===== src/rtl/tcdm_initiator_pkg.sv =====
// tcdm_initiator_pkg: shared FSM state encoding and counter-width helper for tcdm_initiator.
package tcdm_initiator_pkg;
  typedef enum logic [1:0] {IDLE, ISSUE, DRAIN, DONE} state_e;
  // Width able to hold 0..max_outstanding inclusive.
  function automatic int outstanding_w(input int max_outstanding);
    return $clog2(max_outstanding + 1);
  endfunction
endpackage


===== src/rtl/tcdm_initiator_rfifo.sv =====
// tcdm_initiator_rfifo: read-response FIFO, registered storage, synchronous clear.
// Ports: push_i/data_i write side, pop_i/valid_o/data_o read side, count_o fill level.
module tcdm_initiator_rfifo #(
  parameter int DEPTH = 4,
  parameter int DW    = 32
) (
  input  logic                       clk_i,
  input  logic                       rst_ni,
  input  logic                       clear_i,
  input  logic                       push_i,
  input  logic [DW-1:0]              data_i,
  input  logic                       pop_i,
  output logic                       valid_o,
  output logic [DW-1:0]              data_o,
  output logic [$clog2(DEPTH+1)-1:0] count_o
);
  localparam int PW = $clog2(DEPTH);
  localparam int CW = $clog2(DEPTH + 1);
  logic [DW-1:0] mem_q [DEPTH];
  logic [DW-1:0] mem_d [DEPTH];
  logic [PW-1:0] wptr_q, wptr_d, rptr_q, rptr_d;
  logic [CW-1:0] cnt_q, cnt_d;
  always_comb begin
    mem_d = mem_q;
    if (push_i) mem_d[wptr_q] = data_i;
    wptr_d = clear_i ? '0 : wptr_q + PW'(push_i);
    rptr_d = clear_i ? '0 : rptr_q + PW'(pop_i);
    cnt_d  = clear_i ? '0 : cnt_q + CW'(push_i) - CW'(pop_i);
  end
  always_ff @(posedge clk_i or negedge rst_ni) begin
    if (!rst_ni) begin
      for (int i = 0; i < DEPTH; i++) mem_q[i] <= '0;
      wptr_q <= '0;
      rptr_q <= '0;
      cnt_q  <= '0;
    end else begin
      mem_q  <= mem_d;
      wptr_q <= wptr_d;
      rptr_q <= rptr_d;
      cnt_q  <= cnt_d;
    end
  end
  assign valid_o = cnt_q != '0;
  assign data_o  = mem_q[rptr_q];
  assign count_o = cnt_q;
endmodule


===== src/rtl/tcdm_initiator.sv =====
// tcdm_initiator: TCDM master issuing a strided sequence of word reads or writes.
// Ports: start_i/cfg_* job setup, busy_o/done_o/err_o status, wdata_* write stream in,
// rdata_* read stream out, tcdm_* master port towards the responder.
module tcdm_initiator
  import tcdm_initiator_pkg::*;
#(
  parameter int AW              = 32,
  parameter int DW              = 32,
  parameter int MAX_OUTSTANDING = 4
) (
  input  logic            clk_i,
  input  logic            rst_ni,
  input  logic            clear_i,
  input  logic            start_i,
  input  logic [AW-1:0]   cfg_base_i,
  input  logic [AW-1:0]   cfg_stride_i,
  input  logic [15:0]     cfg_len_i,
  input  logic            cfg_write_i,
  output logic            busy_o,
  output logic            done_o,
  output logic            err_o,
  input  logic            wdata_valid_i,
  output logic            wdata_ready_o,
  input  logic [DW-1:0]   wdata_i,
  output logic            rdata_valid_o,
  input  logic            rdata_ready_i,
  output logic [DW-1:0]   rdata_o,
  output logic            tcdm_req_o,
  output logic [AW-1:0]   tcdm_add_o,
  output logic            tcdm_wen_o,
  output logic [DW/8-1:0] tcdm_be_o,
  output logic [DW-1:0]   tcdm_data_o,
  input  logic            tcdm_gnt_i,
  input  logic            tcdm_r_valid_i,
  input  logic [DW-1:0]   tcdm_r_data_i
);
  localparam int OW = outstanding_w(MAX_OUTSTANDING);
  localparam int CW = $clog2(MAX_OUTSTANDING + 1);
  state_e        state_q, state_d;
  logic [AW-1:0] addr_q, addr_d, stride_q, stride_d;
  logic [15:0]   len_q, len_d, idx_q, idx_d;
  logic          write_q, write_d, pend_q, pend_d, err_q, err_d;
  logic [OW-1:0] outst_q, outst_d;
  logic [CW-1:0] fcnt;
  logic          credit, gnt, rsp_ok, push, pop, fifo_empty_nxt;
  // Read credit also counts FIFO occupancy so every in-flight response has a slot.
  assign credit = write_q ? (int'(outst_q) < MAX_OUTSTANDING) && wdata_valid_i
                          : (int'(outst_q) + int'(fcnt) < MAX_OUTSTANDING);
  // A pending request keeps req high without re-evaluating credit.
  assign tcdm_req_o     = (state_q == ISSUE) && (pend_q || credit);
  assign gnt            = tcdm_req_o && tcdm_gnt_i;
  assign rsp_ok         = tcdm_r_valid_i && (outst_q != '0);
  assign push           = rsp_ok && !write_q;
  assign pop            = rdata_valid_o && rdata_ready_i;
  assign fifo_empty_nxt = (int'(fcnt) + int'(push) - int'(pop)) == 0;
  always_comb begin
    state_d  = state_q;
    addr_d   = gnt ? addr_q + stride_q : addr_q;
    idx_d    = gnt ? idx_q + 16'd1 : idx_q;
    stride_d = stride_q;
    len_d    = len_q;
    write_d  = write_q;
    pend_d   = tcdm_req_o && !tcdm_gnt_i;
    outst_d  = outst_q + OW'(gnt) - OW'(rsp_ok);
    err_d    = err_q || (tcdm_r_valid_i && outst_q == '0);
    unique case (state_q)
      IDLE: if (start_i) begin
        state_d  = (cfg_len_i == 16'd0) ? DONE : ISSUE;
        addr_d   = cfg_base_i;
        stride_d = cfg_stride_i;
        len_d    = cfg_len_i;
        write_d  = cfg_write_i;
        idx_d    = '0;
        outst_d  = '0;
        err_d    = 1'b0;
      end
      ISSUE: if (gnt && idx_q == len_q - 16'd1) state_d = DRAIN;
      // Look at next-cycle occupancy so DONE follows the final pop directly.
      DRAIN: if (outst_d == '0 && fifo_empty_nxt) state_d = DONE;
      DONE: state_d = IDLE;
    endcase
    if (clear_i) begin
      state_d = IDLE;
      outst_d = '0;
      pend_d  = 1'b0;
      err_d   = 1'b0;
      idx_d   = '0;
    end
  end
  always_ff @(posedge clk_i or negedge rst_ni) begin
    if (!rst_ni) begin
      state_q  <= IDLE;
      addr_q   <= '0;
      stride_q <= '0;
      len_q    <= '0;
      idx_q    <= '0;
      write_q  <= 1'b0;
      pend_q   <= 1'b0;
      err_q    <= 1'b0;
      outst_q  <= '0;
    end else begin
      state_q  <= state_d;
      addr_q   <= addr_d;
      stride_q <= stride_d;
      len_q    <= len_d;
      idx_q    <= idx_d;
      write_q  <= write_d;
      pend_q   <= pend_d;
      err_q    <= err_d;
      outst_q  <= outst_d;
    end
  end
  tcdm_initiator_rfifo #(.DEPTH(MAX_OUTSTANDING), .DW(DW)) u_rfifo (
    .clk_i   (clk_i),
    .rst_ni  (rst_ni),
    .clear_i (clear_i),
    .push_i  (push),
    .data_i  (tcdm_r_data_i),
    .pop_i   (pop),
    .valid_o (rdata_valid_o),
    .data_o  (rdata_o),
    .count_o (fcnt)
  );
  assign busy_o        = (state_q == ISSUE) || (state_q == DRAIN);
  assign done_o        = state_q == DONE;
  assign err_o         = err_q;
  assign wdata_ready_o = gnt && write_q;
  assign tcdm_add_o    = addr_q;
  assign tcdm_wen_o    = tcdm_req_o && !write_q;
  assign tcdm_be_o     = {(DW/8){tcdm_req_o}};
  assign tcdm_data_o   = (tcdm_req_o && write_q) ? wdata_i : '0;
endmodule


===== config.mk =====
export PLATFORM = sky130hd
export DESIGN_NAME = tcdm_initiator
export DESIGN_NICKNAME = d
export VERILOG_FILES = /design/src/rtl/tcdm_initiator_pkg.sv /design/src/rtl/tcdm_initiator_rfifo.sv /design/src/rtl/tcdm_initiator.sv
export SDC_FILE = /design/constraint.sdc
export NUM_CORES = 1
export LEC_CHECK = 0
export CAP_MARGIN = 20
export CORE_MARGIN = 5
export CORE_UTILIZATION = 30
export CTS_BUF_LIST = sky130_fd_sc_hd__clkbuf_16
export DETAILED_ROUTE_END_ITERATION = 6
export MAX_ROUTING_LAYER = met4
export PLACE_DENSITY = 0.53
export SLEW_MARGIN = 20
export SYNTH_ARGS = -nofsm -noshare
export SYNTH_HDL_FRONTEND = slang
export SYNTH_SLANG_ARGS = --single-unit

===== constraint.sdc =====
create_clock -name clk_i -period 5.3 [get_ports clk_i]
set_clock_uncertainty 0.05 [all_clocks]
set_input_delay 0.795 -clock clk_i [delete_from_list [all_inputs] [get_ports clk_i]]
set_output_delay 0.795 -clock clk_i [all_outputs]
set_load 0.02 [all_outputs]

-- Word level (Yosys, flattened, before mapping)
Cells that the tools add are included.
- register bits: 239
- latch bits: 0
- bits in writable memories: 0
- bits in read-only memories: 0
- bits of input ports: 153
- memories: 0
- add/subtract/negate cells: 12
- $mul: 0
- div/mod/pow operators: 0
- $lt $le $gt $ge: 5
- equality and inequality tests: 7
- shift-type cells: 0
- mux-type cells: 31
- bitwise logic cells: 2
- reduce and logical (&&, ||, !) cells: 28
- operator list (cell ; count):
    $mux 32 ; 7
    $bwmux 128 ; 1
    $bmux 32 s2 ; 1
    $demux 32 s2 ; 1
    $mux 16 ; 4
    $add 32x32->32 ; 1
    $logic_not 32->1 ; 1
    $add 16x1->16 const B ; 1
    $eq 16x16->1 ; 1
    $logic_not 16->1 ; 1
    $sub 16x1->16 const B ; 1
    $logic_and 1x1->1 ; 14
    $mux 2 ; 7
    $mux 3 ; 4
    $pmux 2 s4 ; 1
    $add 3x1->3 ; 2
    $ge 3x3->1 const B ; 2
    $logic_not 3->1 ; 2
    $ne 3x3->1 const B ; 2
    $not 2->3 ; 2
    $reduce_bool 3->1 ; 2
    $sub 3x1->3 ; 2
    $mux 1 ; 5
    $sub 4x1->5 ; 1
    other kinds (14) ; 19

-- Longest topological paths before layout
Gate-level depths: netlist of run 1.
- depth in word-level cells: 13
- mapped depth: 21
- depth with buffers taken out: 18

-- By module
From an unflattened synthesis of run 1, not the netlist that was laid out.
- cell total of the unflattened synthesis: 1212
- area total of the unflattened synthesis: 12967.4 µm²
- by module, submodules not included (module ; times used ; cells an instance ; area an instance (µm²) ; seq. area each (µm²)):
    tcdm_initiator ; 1 ; 874 ; 7111.8 ; 2602.5
    tcdm_initiator_rfifo ; 1 ; 338 ; 5855.6 ; 3378.2

-- Worst setup path before layout of run 1
No wires, ideal clock.
- path kind: flip-flop to flip-flop
- start: register outst_q[2]
- end: register state_q[0]
- setup time: 0.125 ns
- arrival: 4.309 ns
- required time: 5.125 ns
- setup slack: 0.816 ns
- stages on the path, launching flop included: 21
- buffers on the path: 3
- cells stage by stage: dfrtp_1 -> ha_1 -> or4_1 -> a31oi_1 -> o31a_2 -> and2_4 -> buf_6 -> inv_2 -> clkbuf_1 -> clkbuf_1 -> ha_1 -> inv_1 -> ha_1 -> inv_1 -> fa_1 -> nor4bb_1 -> nand3_1 -> o21ai_0 -> o21ai_0 -> or2_1 -> mux2_4
- word-level cells in the longest chain between the ends: 12
- RTL lines (what ; RTL line ; RTL):
    from (decl) ; tcdm_initiator.sv:43 ; logic [OW-1:0] outst_q, outst_d;
    from (signal assigned) ; tcdm_initiator.sv:110 ; outst_q <= outst_d;
    $add 3x3->4 / $lt 3x3->1 (equally long branches) ; tcdm_initiator.sv:48, tcdm_initiator.sv:47 ;
    $lt 4x3->1 / $logic_and 1x1->1 (equally long branches) ; tcdm_initiator.sv:48, tcdm_initiator.sv:47 ;
    $mux 1 ; tcdm_initiator.sv:47 ; assign credit = write_q ? (int'(outst_q) < MAX_OUTSTANDING) && wdata_valid_i
    $logic_or 1x1->1 ; tcdm_initiator.sv:50 ; assign tcdm_req_o = (state_q == ISSUE) && (pend_q || credit);
    $logic_and 1x1->1 ; tcdm_initiator.sv:50 ;
    $logic_and 1x1->1 ; tcdm_initiator.sv:51 ; assign gnt = tcdm_req_o && tcdm_gnt_i;
    $add 3x1->3 ; tcdm_initiator.sv:64 ; outst_d = outst_q + OW'(gnt) - OW'(rsp_ok);
    $sub 3x1->3 ; tcdm_initiator.sv:64 ;
    $logic_not 3->1 ; tcdm_initiator.sv:79 ; DRAIN: if (outst_d == '0 && fifo_empty_nxt) state_d = DONE;
    $logic_and 1x1->1 ; tcdm_initiator.sv:79 ;
    $ne 3x3->1 (no line) ; n/a ;
    $reduce_and 3->1 (no line) (*) ; n/a ;
    to (signal assigned) ; tcdm_initiator.sv:102 ; state_q <= state_d;
    to (decl) ; tcdm_initiator.sv:39 ; state_e state_q, state_d;
Every way passes the cells marked *; elsewhere a longest branch is shown, timed or not.
A chain may end at the register's enable or synchronous reset.

-- Final worst setup path of run 1
Same ends and word-level chain as after synthesis.

==> results.md, run 1 <==
- Outcome: completed
- Clock period minus worst slack: between 4 and 5 ns
- Cell taking the most area after synthesis: dfrtp_1
- Slew HR: 0.3578
- Leak: 7.555 nW
- Vias/cell: between 4 and 5
- Layout cell share with drive strength beyond 1: 0.1595
- Hold-fix buffers, CTS: 0
- Dominant synthesized flop cell: dfrtp_1
- Via count: between 9000 and 10000
- Root buffer cell: clkbuf_16
- Seq/Total Area, Yosys: 0.4668
- Fin util: 0.3996
- Iter 0 DRT Violations: 459
- Placement Cell Area: 0.01595 sq mm
- Vias in the first global route: approximately 10000
- #FFs+latches synth: 239
- RSZ-0062 raised after global routing: no
- Cts repair resizes: 0
- Core area: between 0.04 and 0.05 sq mm
- CTS Buf Count: 29
- Mapped Cells: ~1200
- GP Congestion: 0.8113
- Post-route ant nets: 0
- R2r startpoint: outst_q[2]$_DFF_PN0_
- First-pass GRT wire length: 56500 um
- CTS H-tree depth: 1
- Area of the mapped netlist: 0.01281 sq mm
- CP max FO: 4
- Setup slack after layout: 1.051 ns
- Pwr Total: 9.701 mW
- CP required: 5.68 ns
- Fin cells: 2013
- Worst-Skew Late Latency: 0.55 ns
- Number of enable flip-flop cells after synthesis: 0
- Worst slew pin tran: 0.9599 ns
- Largest net degree at the start of global routing: 133
- Synth Warn #: 0
- Startpoint Class: flop
- Synth cell types: 58
- Dpl cells: approximately 2000
- Final Setup Violations: 0
- Setup WS pre-CTS: 1.062 ns
- HPWL after detailed placement: 24930 um
- Tot GR Track Use: 0.1510
- Top Ports: 260
- Pre-antenna DRT Iters: 4
- Async S/R FF share, synth: 1.000
- Final nets: 1659
- R2r worst-path depth: 17
- GRT overflow: 0
- Maxcap violations: 0
- Num rows: 75
- Peak VDD IR: 257.7 uV
- Reg2reg setup slack: 1.05 ns
- Syn Nets: 1424
- DIE AREA: 0.04694 sq mm
- Pwr/cell area: approximately 580 mW/mm^2
- Final period util: 0.8018
- Layout area overhead: 31.40%
- Synth top area share: 0.4668
- Clk slew on worst S/H paths: roughly 0.060 ns
- Register area: 0.005982 sq mm
- CTS tree: yes
- R2r endpoint: state_q[0]$_DFFE_PN0P_
- Mean Syn Cell Area: about 11 sq um
- Clock tree buffer depth: 3
- Max Slew Vio Count: 0
- I/O Buffers: about 260
- Routed wire length: 35220 um
- Endpoints failing hold: 0
- Die H: 216.7 um
- Tightest Hold Check Type: in2async
- Commonest non-fill, non-tap cell in the layout: clkdlybuf4s50_1
- DRC errors left: 0
- Area occupied by multi-input gates: 0.006462 sq mm
- Worst EP arrival: 4.63 ns
- Initial antenna violation count: 1
- Crit path kind: reg2reg
- Fillcell total: 4138
- Most frequent cells in the layout: clkdlybuf4s50_1 (258), dfrtp_1 (238), nand2_1 (205), mux2_2 (128), nor2_1 (78)
- Post-route cell area: 0.01683 sq mm
- Initial Util: 0.3041
- Sum Neg Setup Slack: 0 ns
- WHS: ~0.15 ns
- Top cells by area, synth: dfrtp_1 (47%), mux2_2 (11%), nand2_1 (6.0%)
- Num Clock Sinks: between 200 and 250
- Worst setup EP type: flop
- FMAX: ~0.24 GHz
- Die width: 216.7 um
- Detailed-route wire length per cell: 17.50 um
- Post-CTS Setup Bufs: 0
==> report_power, final <==
group	switching, mW	internal, mW
Combinational	2.58	2.39
Clock	0.779	1.08
Sequential	0.480	2.40
Total	3.84	5.87
==> cells by family after synthesis <==
kind of cell,count (synthesis),synth area share
AO/OA/AOI/OAI,179,0.08340
XOR/XNOR,66,0.04512
adder cells (fa/ha/maj),53,0.05352
buffers and inverters,100,0.03105
flip-flops,239,0.4668
multiplexers,164,0.1723
AND/OR/NAND/NOR,417,0.1479
==> sequential cells by signal, summed over array words and instances, names as in the netlist <==
| signal | flops |
|---|---|
| err_o | 1 |
| pend_q | 1 |
| u_rfifo.mem_q | 128 |
| u_rfifo.count_o | 3 |
| state_q | 2 |
| write_q | 1 |
| len_q | 16 |
| outst_q | 3 |
| u_rfifo.wptr_q | 2 |
| stride_q | 32 |
| tcdm_add_o | 32 |
| idx_q | 16 |
| u_rfifo.rptr_q | 2 |
==> critical path: stages, from the launching register on <==
cell	delay, ns
dfrtp_1	0.44
ha_1	0.31
or4_1	0.52
a31oi_1	0.17
o31a_2	0.16
and2_4	0.14
inv_2	0.04
ha_1	0.26
inv_1	0.07
ha_1	0.13
inv_1	0.05
fa_1	0.51
nor4bb_1	0.27
nand3_1	0.11
o21ai_0	0.19
o21ai_0	0.15
or2_1	0.28
mux2_4	0.30
==> how the worst max path moves through the flow <==
stage,slack (ns),from,cells past startpoint,endpoint
detailed placement,1.06,wdata_valid_i,17,state_q[0]$_DFFE_PN0P_
global placement,1.14,wdata_valid_i,17,state_q[0]$_DFFE_PN0P_
global route,0.78,outst_q[2]$_DFF_PN0_,17,state_q[0]$_DFFE_PN0P_
CTS,1.07,outst_q[2]$_DFF_PN0_,17,state_q[0]$_DFFE_PN0P_
finish,1.05,outst_q[2]$_DFF_PN0_,17,state_q[0]$_DFFE_PN0P_
floorplan,0.82,outst_q[2]$_DFF_PN0_,20,state_q[0]$_DFFE_PN0P_
==> synthesized netlist by cell type (2+ instances only) <==
library cell  count
mux4_2           32
mux2_2          128
a31oi_1          14
nor4_1            4
buf_4             4
or2_2             2
nor4b_1           3
a211oi_1          6
a2111oi_0         2
dfrtp_1         239
o22ai_1           3
xnor2_1          39
mux2i_1           3
buf_1             7
o21ai_0          45
o41ai_1           3
and3_1           39
xor2_1           27
o21a_1            4
nor3_1           13
nor3b_1           4
nand3_1          20
nor4_2            2
nand4_1          10
o211ai_1          2
or3_1             5
nand2_1         206
a21oi_1          68
nor2b_1           9
fa_1              3
and2_1            7
clkbuf_1         58
a21o_1           13
o31ai_1           3
o21bai_1          6
inv_1            29
nand2b_1          7
nor2_1           79
ha_1             50
o211a_1           2
==> layout make-up <==
class                   instances  area share
repair buffers                274      0.1617
multi-input cells             879      0.3839
clock inverters                22    0.009067
well taps                     539     0.04006
clock buffers                  29     0.04311
flip-flops and latches        239      0.3553
inverters                      30    0.006689
diodes                          1   0.0001486
==> per-layer routing <==
| metal | part of all wire | global-route usage |
|---|---|---|
| met1 | 0.45 | 0.1928 |
| met3 | 0.055 | 0.03112 |
| met5 | 0 | - |
| met4 | 0.017 | 0.02735 |
| met2 | 0.48 | 0.2529 |
Note: power is estimated with default switching activity, not from simulation.
==> run 2, diff against run 1 <==
==> constraint.sdc (replaced) <==
create_clock -name clk_i -period 4 [get_ports clk_i]
set_clock_uncertainty 0.05 [all_clocks]
set_input_delay 0.6 -clock clk_i [delete_from_list [all_inputs] [get_ports clk_i]]
set_output_delay 0.6 -clock clk_i [all_outputs]
set_load 0.02 [all_outputs]
==> results.md, run 2 (synthesis results as in run 1) <==
- Fillcell total: 4124 (-0.34%)
- Met3 Usage GRT: 0.02637 (-0.004745)
- WHS: 0.4342 ns (+0.2816 ns)
- CP max FO: 4 (unchanged)
- Initial antenna violation count: 3 (+2)
- CTS tree: yes
- Post-route ant nets: 0 (unchanged)
- Top reg by flops: u_rfifo.mem_q
- Slew HR: 0.3652 (+0.007437)
- Worst EP arrival: 4.25 ns (-0.38 ns)
- Max Slew Vio Count: 0 (unchanged)
- CTS H-tree depth: 1 (unchanged)
- Area occupied by multi-input gates: 0.006500 sq mm (+0.58%)
- Vias/cell: 4.899 (+0.36%)
- GR Layer Usage met1: 0.1998 (+0.006956)
- GR Util met2: 0.2525 (-0.0004194)
- Via count: 9911 (+0.85%)
- Pwr/cell area: 760.2 mW/mm^2 (+32%)
- R2r startpoint: u_rfifo.count_o[1]$_DFF_PN0_
- Die H: 216.7 um (unchanged)
- Detailed-route wire length per cell: 17.72 um (+1.2%)
- Pwr Total: 12.89 mW (+33%)
- HPWL after detailed placement: 25290 um (+1.5%)
- Routed wire length: 35840 um (+1.8%)
- Commonest non-fill, non-tap cell in the layout: clkdlybuf4s50_1
- Hold path depth: 2
- DRC errors left: 0 (unchanged)
- Top Ports: 260 (unchanged)
- Peak VDD IR: 363.8 uV (+41%)
- Core area: 0.04213 sq mm (unchanged)
- CP required: 4.39 ns (-1.29 ns)
- Root buffer cell: clkbuf_16
- RSZ-0062 raised after global routing: no
- Num Clock Sinks: 239 (unchanged)
- Tot GR Track Use: 0.1545 (+0.003471)
- Layout cell share with drive strength beyond 1: 0.1675 (+0.007916)
- GP Congestion: 0.7901 (-2.6%)
- Final Setup Violations: 0 (unchanged)
- Maxcap violations: 0 (unchanged)
- Initial Util: 0.3041 (unchanged)
- Busiest grt layer: met2
- Worst-Skew Late Latency: 0.55 ns (about the same)
- R2r endpoint: state_q[0]$_DFFE_PN0P_
- Clock tree buffer depth: 3 (unchanged)
- Outcome: completed
- Setup crit end: state_q[0]$_DFFE_PN0P_
- GRT overflow: 0 (unchanged)
- DIE AREA: 0.04694 sq mm (unchanged)
- Final period util: 0.9654 (+0.1636)
- Reg2reg setup slack: 0.14 ns (-0.91 ns)
- Worst slew pin tran: 0.9522 ns (-0.007756 ns)
- FMAX: 0.2590 GHz (+10%)
- Largest net degree at the start of global routing: 123 (-7.5%)
- Vias in the first global route: 10390 (+2.1%)
- Startpoint Class: flop
- Post-CTS Setup Bufs: 0 (unchanged)
- Max reg flops: 128 (unchanged)
- Most frequent cells in the layout: clkdlybuf4s50_1 (258), dfrtp_1 (237), nand2_1 (205), mux2_2 (128), nor2_1 (78)
- Iter 0 DRT Violations: 334 (-27%)
- Worst setup EP type: flop
- Tightest Hold Check Type: reg2reg
- Die width: 216.7 um (unchanged)
- First-pass GRT wire length: 57680 um (+2.1%)
- R2r worst-path depth: 17 (unchanged)
- CP startpoint: u_rfifo.count_o[1]$_DFF_PN0_
- Crit path kind: reg2reg
- Clk slew on worst S/H paths: 0.06 ns (about the same)
- Register area: 0.005983 sq mm (about the same)
- Sum Neg Setup Slack: 0 ns (unchanged)
- Endpoints failing hold: 0 (unchanged)
- Leak: 7.588 nW (+0.44%)
- I/O Buffers: 259 (unchanged)
- Layout area overhead: 32.29%
- Clock period minus worst slack: 3.861 ns (-0.3880 ns)
- CTS Buf Count: 29 (unchanged)
- Pre-antenna DRT Iters: 4 (unchanged)
- Final nets: 1665 (+0.36%)
- Num rows: 75 (unchanged)
-- run 2: how the worst min path moves through the flow --
| stage | startpoint | endpoint | slack (ns) |
|---|---|---|---|
| 2_1_floorplan | rst_ni | err_o$_DFF_PN0_ | 0.25 |
| 3_3_place_gp | stride_q[5]$_DFFE_PN0P_ | stride_q[5]$_DFFE_PN0P_ | 0.42 |
| 3_5_place_dp | stride_q[6]$_DFFE_PN0P_ | stride_q[6]$_DFFE_PN0P_ | 0.42 |
| 4_1_cts | rst_ni | tcdm_add_o[13]$_DFF_PN0_ | 0.12 |
| 5_1_grt | u_rfifo.mem_q[16]$_DFFE_PN0P_ | u_rfifo.mem_q[16]$_DFFE_PN0P_ | 0.46 |
| 6_report | stride_q[16]$_DFFE_PN0P_ | stride_q[16]$_DFFE_PN0P_ | 0.43 |
-- run 2: metrics by stage --
stage,instances,instance area (sq um),utilization,worst slack [ns]
after detailed placement,1965,16030,0.3805,0.1583
after global placement,1965,16030,0.3805,0.2203
after global routing,2023,16950,0.4023,0.01434
after CTS,2018,16900,0.4010,0.1290
final,2023,16950,0.4023,0.1385
after floorplan,1218,12860,-,-0.1280
-- run 2: layout make-up --
type                    instances  share of cell area
repair buffers                280              0.1654
multi-input cells             879              0.3835
inverters                      30            0.006791
diodes                          3           0.0004429
clock buffers                  29             0.04281
well taps                     539             0.03979
flip-flops and latches        239              0.3530
clock inverters                24            0.008341
-- run 2: timing repair --
action / CTS / global route
setup endpoints to repair: 0 / 2
hold buffers: 0 / 1
endpoints found under the hold margin: 0 / 42
gates resized for setup: 0 / 2
-- run 2: report_power, final --
part           internal, mW  switching (mW)  total, mW
Combinational          3.20            3.48       6.68
Sequential             3.18           0.610       3.79
Clock                  1.37            1.04       2.42
Total                  7.75            5.13       12.9
-- run 2: per-layer routing --
metal	routed length [um]	vias to the layer above
li1	-	4757
met1	16190	4913
met2	17260	198
met3	1689	43
met4	701	0
met5	0	-
-- run 2: worst max-delay path: stages (launching register included) --
cell	delay [ns]
dfrtp_1	0.43
ha_2	0.19
or4_1	0.51
a31oi_1	0.16
o31a_2	0.17
and2_4	0.15
inv_4	0.04
ha_4	0.20
inv_2	0.06
ha_4	0.11
inv_2	0.03
fa_2	0.54
nor4bb_2	0.20
nand3_1	0.12
o21ai_1	0.13
o21ai_1	0.09
or2_1	0.25
mux2_4	0.30
==> run 3, diff against run 2 <==
--- a/config.mk
+++ b/config.mk
@@ -6,7 +6,6 @@
 export NUM_CORES = 1
 export LEC_CHECK = 0
 export CAP_MARGIN = 20
-export CORE_MARGIN = 5
 export CORE_UTILIZATION = 30
 export CTS_BUF_LIST = sky130_fd_sc_hd__clkbuf_16
 export DETAILED_ROUTE_END_ITERATION = 6
==> results.md, run 3 (synthesis results as in run 1) <==
- Outcome: completed
- Max reg flops: 128 (unchanged)
- Clk slew on worst S/H paths: 0.05 ns (about the same)
- GP Congestion: 0.8050 (+1.9%)
- Setup slack after layout: 0.08357 ns (-0.05497 ns)
- CP startpoint: outst_q[1]$_DFF_PN0_
- Setup WS pre-CTS: 0.09291 ns (-0.06538 ns)
- FMAX: 0.2553 GHz (-1.4%)
- Num Clock Sinks: 239 (unchanged)
- Reg2reg setup slack: 0.08 ns (-0.05 ns)
- R2r startpoint: outst_q[1]$_DFF_PN0_
- Most frequent cells in the layout: clkdlybuf4s50_1 (258), dfrtp_1 (236), nand2_1 (205), mux2_2 (128), nor2_1 (78)
- Final nets: 1663 (-0.12%)
- CP max FO: 4 (unchanged)
- Cts repair resizes: 0 (unchanged)
- R2r worst-path depth: 17 (unchanged)
- Crit path kind: reg2reg
- Clock tree buffer depth: 3 (unchanged)
- Maxcap violations: 0 (unchanged)
- Final period util: 0.9791 (+0.01374)
- Top reg by flops: u_rfifo.mem_q
- Worst slew pin tran: 0.8166 ns (-0.1356 ns)
- GRT overflow: 0 (unchanged)
- Post-CTS Setup Bufs: 0 (unchanged)
- DRC errors left: 0 (unchanged)
- Layout cell share with drive strength beyond 1: 0.1681 (+0.0006752)
- Hold-fix buffers, CTS: 0 (unchanged)
- R2r endpoint: state_q[0]$_DFFE_PN0P_
- Top Ports: 260 (unchanged)
- Vias in the first global route: 10350 (-0.38%)
- Initial antenna violation count: 1 (-2)
- Num rows: 75 (unchanged)
- Initial Util: 0.3048 (+0.0006788)
- DIE AREA: 0.04354 sq mm (-7.2%)
- Endpoints failing hold: 0 (unchanged)
- Root buffer cell: clkbuf_16
- Clk pwr share: 0.199 (+0.011)
- Sequential power share: 0.287 (-0.007)
- HPWL after detailed placement: 24250 um (-4.1%)
- Pwr/cell area: 772.9 mW/mm^2 (+1.7%)
- Routed wire length: 34920 um (-2.6%)
- Startpoint Class: flop
- Max Slew Vio Count: 0 (unchanged)
- Critical-path cell list: ha_2, or4_1, a31oi_1, o31a_2, and2_4, inv_4, ha_4, inv_2, ha_4, inv_2, fa_2, nor4bb_4, nand3_1, o21ai_1, o21ai_1, or2_1, mux2_4
- Via count: 9786 (-1.3%)
- Peak VDD IR: 326.5 uV (-10%)
- CTS Buf Count: 30 (+3.4%)
- Largest net degree at the start of global routing: 94 (-24%)
- Internal Dissipation: 8.010 mW (+3.3%)
- Placement Cell Area: 0.01605 sq mm (+0.11%)
- Vias/cell: 4.842 (-1.2%)
- CTS H-tree depth: 1 (unchanged)
- I/O Buffers: 259 (unchanged)
- Leak: 7.636 nW (+0.63%)
- Switching share of power: 0.3914 (-0.007050)
- Slowest-stage cell, CP: fa_2
- Slew HR: 0.4556 (+0.09040)
- Core area: 0.04204 sq mm (-0.22%)
- Largest stage delay, worst path: 0.55 ns (about the same)
- Pre-antenna DRT Iters: 5 (+1)
- Worst path buffer plus inverter count: 3 (unchanged)
- Post-route ant nets: 0 (unchanged)
- Worst setup EP type: flop
- Commonest non-fill, non-tap cell in the layout: clkdlybuf4s50_1
- Tightest Hold Check Type: in2async
- Worst EP arrival: 4.31 ns (+0.06 ns)
- Worst-Skew Late Latency: 0.56 ns (about the same)
- Post-route cell area: 0.01703 sq mm (+0.46%)
- Switching power total: 5.152 mW (+0.34%)
- Tot GR Track Use: 0.1670 (+0.01249)
- Iter 0 DRT Violations: 393 (+18%)
- First-pass GRT wire length: 56660 um (-1.8%)
- Die H: 208.7 um (-3.7%)
- CP required: 4.40 ns (about the same)
- CTS tree: yes
- Clock period minus worst slack: 3.916 ns (+0.05497 ns)
- Combinational share of power: 0.514 (-0.004)
- Die width: 208.7 um (-3.7%)
- Final Setup Violations: 0 (unchanged)
- Layout area overhead: 32.91%
- Detailed-route wire length per cell: 17.28 um (-2.5%)
- Cell family with most CP delay: simple AND/OR/NAND/NOR gates
==> run 3: worst max-delay path by stage <==
stage / cells after the start / to
floorplan: 20 / state_q[0]$_DFFE_PN0P_
global placement: 17 / state_q[0]$_DFFE_PN0P_
detailed placement: 17 / state_q[0]$_DFFE_PN0P_
CTS: 17 / state_q[0]$_DFFE_PN0P_
global route: 17 / state_q[0]$_DFFE_PN0P_
finish: 17 / state_q[0]$_DFFE_PN0P_
==> run 3: final cells by class <==
class | count | area [sq um]
clock buffers | 31 | 775.7
flip-flops and latches | 239 | 5984
multi-input cells | 879 | 6509
fillers | 4122 | 25010
diodes | 1 | 2.502
clock inverters | 25 | 185.2
repair buffers | 277 | 2783
inverters | 30 | 115.1
well taps | 539 | 674.4
==> run 3: through the flow <==
stage | std cells | utilization | setup TNS, ns | hold slack, ns | power (mW)
6_report | 2021 | 0.4051 | 0 | 0.01098 | 13.16
3_3_place_gp | 1964 | 0.3817 | 0 | 0.4161 | 10.50
2_1_floorplan | 1218 | - | -0.1459 | 0.2544 | 8.272
5_1_grt | 2021 | 0.4051 | -0.03078 | 0.05728 | 14.21
3_5_place_dp | 1964 | 0.3817 | 0 | 0.4217 | 10.57
4_1_cts | 2020 | 0.4046 | 0 | 0.03610 | 13.31
==> run 3: power groups by stage <==
stage | clock (mW) | combinational (mW) | sequential, mW
after floorplan | 0 | 4.47 | 3.80
after global placement | 0 | 6.71 | 3.79
after detailed placement | 0 | 6.75 | 3.82
after CTS | 2.72 | 6.80 | 3.79
after global routing | 2.82 | 7.50 | 3.89
final | 2.62 | 6.77 | 3.78
==> run 3: per-layer routing <==
layer | GRT usage | part of all wire
met2 | 0.2753 | 0.49
met4 | 0.03524 | 0.012
met3 | 0.02855 | 0.048
met5 | - | 0
met1 | 0.2153 | 0.45
==> run 3: worst register-to-register path, cell delays in order (launching register included) <==
cell and delay, ns:
dfrtp_2 0.44, ha_2 0.17, or4_1 0.52, a31oi_1 0.19
o31a_2 0.19, and2_4 0.15, inv_4 0.04, ha_4 0.20
inv_2 0.06, ha_4 0.11, inv_2 0.03, fa_2 0.55
nor4bb_4 0.22, nand3_1 0.11, o21ai_1 0.13, o21ai_1 0.09
or2_1 0.25, mux2_4 0.30
